==> config.mk <==
export PLATFORM = sky130hd
export DESIGN_NAME = keymgr_kmac_rsp
export DESIGN_NICKNAME = d
export VERILOG_FILES = /design/src/rtl/keymgr_kmac_rsp.sv
export SDC_FILE = /design/constraint.sdc
export NUM_CORES = 2
export LEC_CHECK = 0
export BUFFER_PORTS_ARGS = -buffer_cell sky130_fd_sc_hd__buf_2
export CORE_AREA = 2 2 329 331
export CTS_CLUSTER_SIZE = 8
export DETAILED_ROUTE_END_ITERATION = 8
export DIE_AREA = 0 0 331 333
export PLACE_DENSITY = 0.58
export SLEW_MARGIN = 20
export SYNTH_ARGS = -nofsm -noshare
export SYNTH_HDL_FRONTEND = slang
export SYNTH_SLANG_ARGS = --single-unit
==> constraint.sdc <==
create_clock -name clk_i -period 4.8 [get_ports clk_i]
set_input_delay 0.96 -clock clk_i [delete_from_list [all_inputs] [get_ports clk_i]]
set_output_delay 0.96 -clock clk_i [all_outputs]
set_load 0.05 [all_outputs]
==> src/rtl/keymgr_kmac_rsp.sv <==
// kmac-side responder for the keymgr application interface: folds data beats into a digest
// and returns a two-share masked result. Define KEYMGR_KMAC_RSP_STALL_EN for LFSR backpressure.
module keymgr_kmac_rsp #(
   parameter int unsigned DataWidth   = 64,
   parameter int unsigned DigestWidth = 256,
   parameter int unsigned MaxBytes    = 128,
   parameter int unsigned ProcLatency = 4
) (
   input  logic                     clk_i,
   input  logic                     rst_i,
   input  logic                     req_valid_i,
   input  logic [DataWidth-1:0]     req_data_i,
   input  logic [DataWidth/8-1:0]   req_strb_i,
   input  logic                     req_last_i,
   output logic                     req_ready_o,
   input  logic [DigestWidth-1:0]   mask_i,
   output logic                     rsp_done_o,
   output logic [DigestWidth-1:0]   rsp_share0_o,
   output logic [DigestWidth-1:0]   rsp_share1_o,
   output logic                     rsp_error_o,
   output logic                     busy_o
);

   localparam int unsigned StrbWidth = DataWidth / 8;
   localparam int unsigned Lanes     = DigestWidth / DataWidth;
   localparam int unsigned ByteCntW  = $clog2(MaxBytes + 1) + 1;
   localparam int unsigned LatW      = (ProcLatency > 1) ? $clog2(ProcLatency) : 1;
   localparam logic [ByteCntW:0] MaxBytesW = (ByteCntW + 1)'(MaxBytes);

   typedef enum logic [1:0] {
      StAbsorb  = 2'b00,
      StProcess = 2'b01,
      StDone    = 2'b10
   } state_e;

   state_e                 state_q, state_d;
   logic [DigestWidth-1:0] acc_q, mask_q;
   logic [ByteCntW-1:0]    byte_cnt_q;
   logic [7:0]             beat_idx_q;
   logic [LatW-1:0]        lat_cnt_q;
   logic                   err_q, in_msg_q;
   logic                   stall, accept;

   logic [DataWidth-1:0]   beat_m;
   logic [31:0]            lane;
   logic [DigestWidth-1:0] acc_fold;
   logic [ByteCntW:0]      cnt_sum;
   logic [ByteCntW-1:0]    cnt_sat;
   logic                   strb_err, beat_err;

   function automatic logic [ByteCntW:0] popcount(input logic [StrbWidth-1:0] s);
      popcount = '0;
      for (int i = 0; i < StrbWidth; i++) popcount = popcount + (ByteCntW + 1)'(s[i]);
   endfunction

`ifdef KEYMGR_KMAC_RSP_STALL_EN
   logic [3:0] lfsr_q;

   // x^4+x^3+1, only stepping while absorbing so the stall pattern is deterministic per message
   always_ff @(posedge clk_i) begin
      if (rst_i)                  lfsr_q <= 4'b1001;
      else if (state_q == StAbsorb) lfsr_q <= {lfsr_q[2:0], lfsr_q[3] ^ lfsr_q[2]};
   end
   assign stall = lfsr_q[0];
`else
   assign stall = 1'b0;
`endif

   assign accept = req_valid_i && req_ready_o;

   always_comb begin
      beat_m = '0;
      for (int i = 0; i < StrbWidth; i++) begin
         if (req_strb_i[i]) beat_m[8*i +: 8] = req_data_i[8*i +: 8];
      end
   end

   always_comb begin
      lane     = 32'(beat_idx_q) % Lanes;
      acc_fold = {acc_q[DigestWidth-2:0], acc_q[DigestWidth-1]}
                 ^ (DigestWidth'(beat_m) << (lane * DataWidth));
      cnt_sum  = {1'b0, byte_cnt_q} + popcount(req_strb_i);
      cnt_sat  = cnt_sum[ByteCntW] ? '1 : cnt_sum[ByteCntW-1:0];
      // A final beat must strobe a contiguous run starting at byte 0.
      strb_err = req_last_i ? ((req_strb_i == '0) ||
                               ((req_strb_i & (req_strb_i + StrbWidth'(1))) != '0))
                            : (req_strb_i != '1);
      beat_err = strb_err || (cnt_sum > MaxBytesW);
   end

   // NOTE: defaults are assigned first so every path drives state_d and no latch is inferred.
   always_comb begin
      state_d = state_q;
      case (state_q)
         StAbsorb:  if (accept && req_last_i) state_d = StProcess;
         StProcess: if (lat_cnt_q == '0)      state_d = StDone;
         StDone:    state_d = StAbsorb;
         default:   state_d = StDone;
      endcase
   end

   // NOTE: sequential state uses non-blocking assignments so all registers see pre-edge values.
   always_ff @(posedge clk_i) begin
      if (rst_i) state_q <= StAbsorb;
      else       state_q <= state_d;
   end

   always_ff @(posedge clk_i) begin
      if (rst_i) begin
         acc_q      <= '0;
         mask_q     <= '0;
         byte_cnt_q <= '0;
         beat_idx_q <= '0;
         lat_cnt_q  <= '0;
         err_q      <= 1'b0;
         in_msg_q   <= 1'b0;
      end else begin
         case (state_q)
            StAbsorb: begin
               if (accept) begin
                  acc_q      <= acc_fold;
                  byte_cnt_q <= cnt_sat;
                  beat_idx_q <= beat_idx_q + 8'd1;
                  err_q      <= err_q | beat_err;
                  in_msg_q   <= !req_last_i;
                  if (req_last_i) begin
                     mask_q    <= mask_i;
                     lat_cnt_q <= LatW'(ProcLatency - 1);
                  end
               end
            end
            StProcess: if (lat_cnt_q != '0) lat_cnt_q <= lat_cnt_q - LatW'(1);
            StDone: begin
               acc_q      <= '0;
               byte_cnt_q <= '0;
               beat_idx_q <= '0;
               err_q      <= 1'b0;
            end
            // Corrupted encoding: force a single erroring done that exposes no digest.
            default: err_q <= 1'b1;
         endcase
      end
   end

   assign req_ready_o  = !rst_i && (state_q == StAbsorb) && !stall;
   assign rsp_done_o   = !rst_i && (state_q == StDone);
   assign rsp_share1_o = rsp_done_o ? mask_q : '0;
   assign rsp_share0_o = rsp_done_o ? (err_q ? mask_q : (acc_q ^ mask_q)) : '0;
   assign rsp_error_o  = rsp_done_o && err_q;
   assign busy_o       = !rst_i && ((state_q != StAbsorb) || in_msg_q);

endmodule

==> metrics.log <==
INFO  metric synth.cell_area = between 20000 and 30000 sq um
INFO  metric finalHoldViolCount = 0
INFO  metric synth-seq-cells = 529
INFO  metric layout_min_cycle_time = about 4 ns
INFO  metric clock_tree.root_cell = sky130_fd_sc_hd__clkbuf_16
INFO  metric crit_path_max_fanout = 2
INFO  metric synth_simple_gate_area_share = between 20 and 30%
INFO  metric path_common_cell = sky130_fd_sc_hd__fa_1
INFO  metric critical-path-max-stage-delay = 0.55 ns
INFO  metric comb_power_share = between 10% and 20%
INFO  metric fp.dieArea = ~110000 sq um
INFO  metric cts_tree = built
INFO  metric synth_cell_type_count = 44
INFO  metric post_layout_nonfiller_instances = just under 6000
INFO  metric cts.repair.resized = 0
INFO  metric total_leakage_power = between 15 and 20 nW
INFO  metric clock_sinks = between 500 and 600
INFO  metric seq_area_frac_synth = between 30 and 40%
INFO  metric globalplace.congestion = between 0.8 and 0.9
INFO  metric post_synth_fa_ha_maj_area_fraction = less than 1%
INFO  metric final-setup-viol-count = 0
INFO  metric timing.max_cap.violations = 0
INFO  metric hpwl = approximately 80000 um
INFO  metric relative_max_transition_margin = 22.6%
INFO  metric largest_family_of_logic_cells_by_synthesized_area = simple AND/OR/NAND/NOR gates
INFO  metric via_count_of_the_first_global_routing_pass = between 20000 and 30000
INFO  metric power_switching_share = 27.4%
INFO  metric routed_wire_length_per_instance = between 15 and 20 um
INFO  metric holdBufCountCts = 0
INFO  metric floorplan.die.height = 333 um
INFO  metric final.fill_count = around 11000
INFO  metric cts.repair_timing.setup_buffer_count = 0
INFO  metric grt_start_max_net_pins = 190
INFO  metric synth_xor_xnor_area_share = between 15 and 20%
INFO  metric drtIter0Drc = 2546
INFO  metric clock_tree.htree_level_count = 3
INFO  metric number_of_buffers_inserted_during_clock_tree_synthesis = 77
INFO  metric final_net_count = just under 5000
INFO  metric average_cell_area_after_synthesis = around 7.6 sq um
INFO  metric critical_path.slowest_cell = sky130_fd_sc_hd__fa_1
INFO  metric regArea = about 11000 sq um
INFO  metric cts.reportedPaths.clkPinSlew = about 0.05 ns
INFO  metric final_max_slew_viol_count = 0
INFO  metric p_sw = ~3.0 mW
INFO  metric grt_util_all_layers = roughly a fifth
INFO  metric pwr-share-seq = 42.9%
INFO  metric synth_compound_area_share = 11.9%
INFO  metric clock_skew = 0.0226 ns
INFO  metric final_design_area_no_fill = ~36000 sq um
INFO  metric totalNegativeSetupSlack = 0 ns
INFO  metric initial_antenna_violation_count = 17
INFO  metric fp.coreArea = approximately 110000 sq um
INFO  metric flow.area_growth_from_synthesis = 24.2%
INFO  metric worstPathCellList = buf_2, fa_1, inv_1, fa_1, fa_1, fa_1, inv_1, fa_1, xor2_1, nor3_1, a2111oi_0, o22ai_1, a21oi_1
INFO  metric fp.dieW = 331 um
INFO  metric timing.critical_path.from_type = input pin
INFO  metric io_buffer_count = roughly 850
INFO  metric yosys_warnings = 0
INFO  metric layout_worst_path_cycle_share = between 80 and 90%
INFO  metric vdd_drop_max = roughly 0.2 mV
INFO  metric grt_first_pass_wirelength = approximately 170000 um
INFO  metric clock_latency = between 0.6 and 0.7 ns
INFO  metric synthCells = roughly 3800
INFO  metric whs = approximately 0.45 ns
INFO  metric routed_via_density = just under 5
INFO  metric drt_pass1_iterations = 6
INFO  metric int_power = a little under 8 mW
INFO  metric grt_setup_unrepaired = false
INFO  metric grt_overflow_total = 0
INFO  metric synth.mux.area_fraction = 0.0341%
INFO  metric critical_path_class = in2reg
INFO  metric share_of_post_route_cells_with_drive_strength_above_1 = 22.6%
INFO  metric placed_cells = between 5000 and 6000
INFO  metric num_vias = between 20000 and 30000
INFO  metric transition_at_the_pin_with_the_smallest_max_transition_slack = roughly 1.2 ns
INFO  metric fmaxAchievable = 0.256 GHz
INFO  metric multi_input_area = ~17000 sq um
INFO  metric critPathArrivalTime = around 4.5 ns
INFO  metric remaining_drc_errors = 0
INFO  metric power_per_cell_area = about 300 nW/um^2
INFO  metric start_util = 27.5%
INFO  metric class_of_the_tightest_hold_or_removal_check = reg2reg
INFO  metric drtAntennaViolNets = 0
INFO  metric post_synthesis_net_count = 4193
INFO  metric crit_required = 5.34 ns
INFO  metric end_kind = register
INFO  metric routed_wirelength = ~110000 um
INFO  metric power_frac_clock = approximately 46%
INFO  metric row_count = 120
INFO  metric floorplan.io_pins = 848
INFO  metric clock_path_buffers = 3
INFO  metric design_power_total = around 11 mW
INFO  metric placed_area = around 34000 sq um
INFO  metric outcome = complete, no violations
placed cells by master (no fill, tap or decap), drive strengths merged:
| cell type | count |
|---|---|
| a2111oi | 1 |
| a211oi | 1 |
| a21boi | 2 |
| a21o | 2 |
| a21oi | 274 |
| a221oi | 1 |
| a22oi | 256 |
| a31oi | 1 |
| and2 | 3 |
| and3 | 258 |
| buf | 914 |
| clkbuf | 85 |
| clkinv | 5 |
| dfxtp | 529 |
| diode | 17 |
| fa | 5 |
| ha | 10 |
| inv | 22 |
| mux2i | 1 |
| nand2 | 528 |
| nand2b | 1 |
| nand3 | 258 |
| nand4 | 1 |
| nor2 | 531 |
| nor2b | 259 |
| nor3 | 10 |
| nor3b | 1 |
| nor4 | 1 |
| o2111ai | 1 |
| o211a | 1 |
| o21ai | 17 |
| o21bai | 1 |
| o221a | 1 |
| o22ai | 3 |
| o311ai | 1 |
| or2 | 2 |
| xnor2 | 512 |
| xor2 | 2 |
power groups by stage:
stage,registers [mW],logic (mW),clock network [mW]
6_report,4.65,1.26,4.93
5_1_grt,4.66,1.38,5.22
4_1_cts,4.65,1.26,5.06
3_5_place_dp,4.74,1.26,0
3_3_place_gp,4.73,1.25,0
2_1_floorplan,4.67,0.852,0
cell type report:
cell class	count	share of cell area (%)
Tap cell	1403	4.81
Sequential cell	529	29.1
Timing Repair Buffer	914	13.8
Clock buffer	85	5.48
Inverter	20	0.206
Antenna cell	17	0.117
Multi-Input combinational cell	2946	46.4
Clock inverter	7	0.178
per-layer routing:
| layer | routed length [um] | part of all wire [%] | global-route usage, % |
|---|---|---|---|
| met1 | 49200 | 43 | 25.6 |
| met2 | 53000 | 47 | 31.7 |
| met3 | 7900 | 6.9 | 3.75 |
| met4 | 3660 | 3.2 | 7.23 |
| met5 | 27 | 0.024 | 0 |
cell usage after synthesis (all sizes together):
library cell    n  area (sq um)
o22ai           3          18.8
a211oi          1          7.51
o221a           1          11.3
a22oi         256          1920
a2111oi         1          8.76
dfxtp         529         10600
fa              5           100
a221oi          1          8.76
mux2i           1          10.0
a31oi           1          6.26
o311ai          1          8.76
inv            20          75.1
xor2            2          17.5
nor4            1          6.26
nand3         258          1290
a21boi          2          15.0
and2            3          18.8
nor3           10          61.3
nand2         528          1980
nor3b           1          7.51
or2             2          12.5
buf           147          1070
nand4           1          6.26
nor2b         259          1620
clkbuf        204           766
xnor2         512          4480
nor2          531          2000
and3          258          1610
o211a           1          10.0
o2111ai         1          8.76
a21oi         274          1370
a21o            2          15.0
o21bai          1          7.51
ha             10           125
nand2b          1          6.26
o21ai          17          85.1
path summary, 6_finish.rpt:
kind,start,end,slack (ns),cells past startpoint
setup / recovery,req_strb_i[0],err_q$_SDFFE_PP0P_,0.90,13
hold / removal,byte_cnt_q[0]$_SDFFE_PP0P_,byte_cnt_q[0]$_SDFFE_PP0P_,0.45,2
setup reg to reg,byte_cnt_q[0]$_SDFFE_PP0P_,err_q$_SDFFE_PP0P_,1.58,11
hold reg to reg,byte_cnt_q[0]$_SDFFE_PP0P_,byte_cnt_q[0]$_SDFFE_PP0P_,0.45,2
state kept, by name, indices dropped and copies added (netlist names):
| name | count |
|---|---|
| acc_q | 256 |
| beat_idx_q | 2 |
| byte_cnt_q | 9 |
| err_q | 1 |
| in_msg_q | 1 |
| lat_cnt_q | 2 |
| mask_q | 256 |
| state_q | 2 |
stage by stage:
step                setup slack, ns  util [%]
finish                        0.895      34.2
floorplan                     0.672         -
global route                  0.746      34.2
global placement              0.338      32.2
detailed placement            0.249      32.2
CTS                           0.948      34.2
cell families (layout without fill, tap and decap cells):
kind of cell | Yosys count | in the layout
other | 0 | 17
muxes | 1 | 1
DFF | 529 | 529
and+or+nand+nor | 1853 | 1853
AOI/OAI and AO/OA | 563 | 563
buffers and inverters | 371 | 1026
xor gates and xnor gates | 514 | 514
adders and majority gates | 15 | 15
worst max-delay path: cells and delay by family:
family,cells,cell delay [ns]
adder cells (fa/ha/maj),5,2.18
AND/OR/NAND/NOR,1,0.09
AO/OA/AOI/OAI,3,0.74
buffers and inverters,3,0.28
XOR/XNOR,1,0.21
Power figures use the tool's default switching activity.
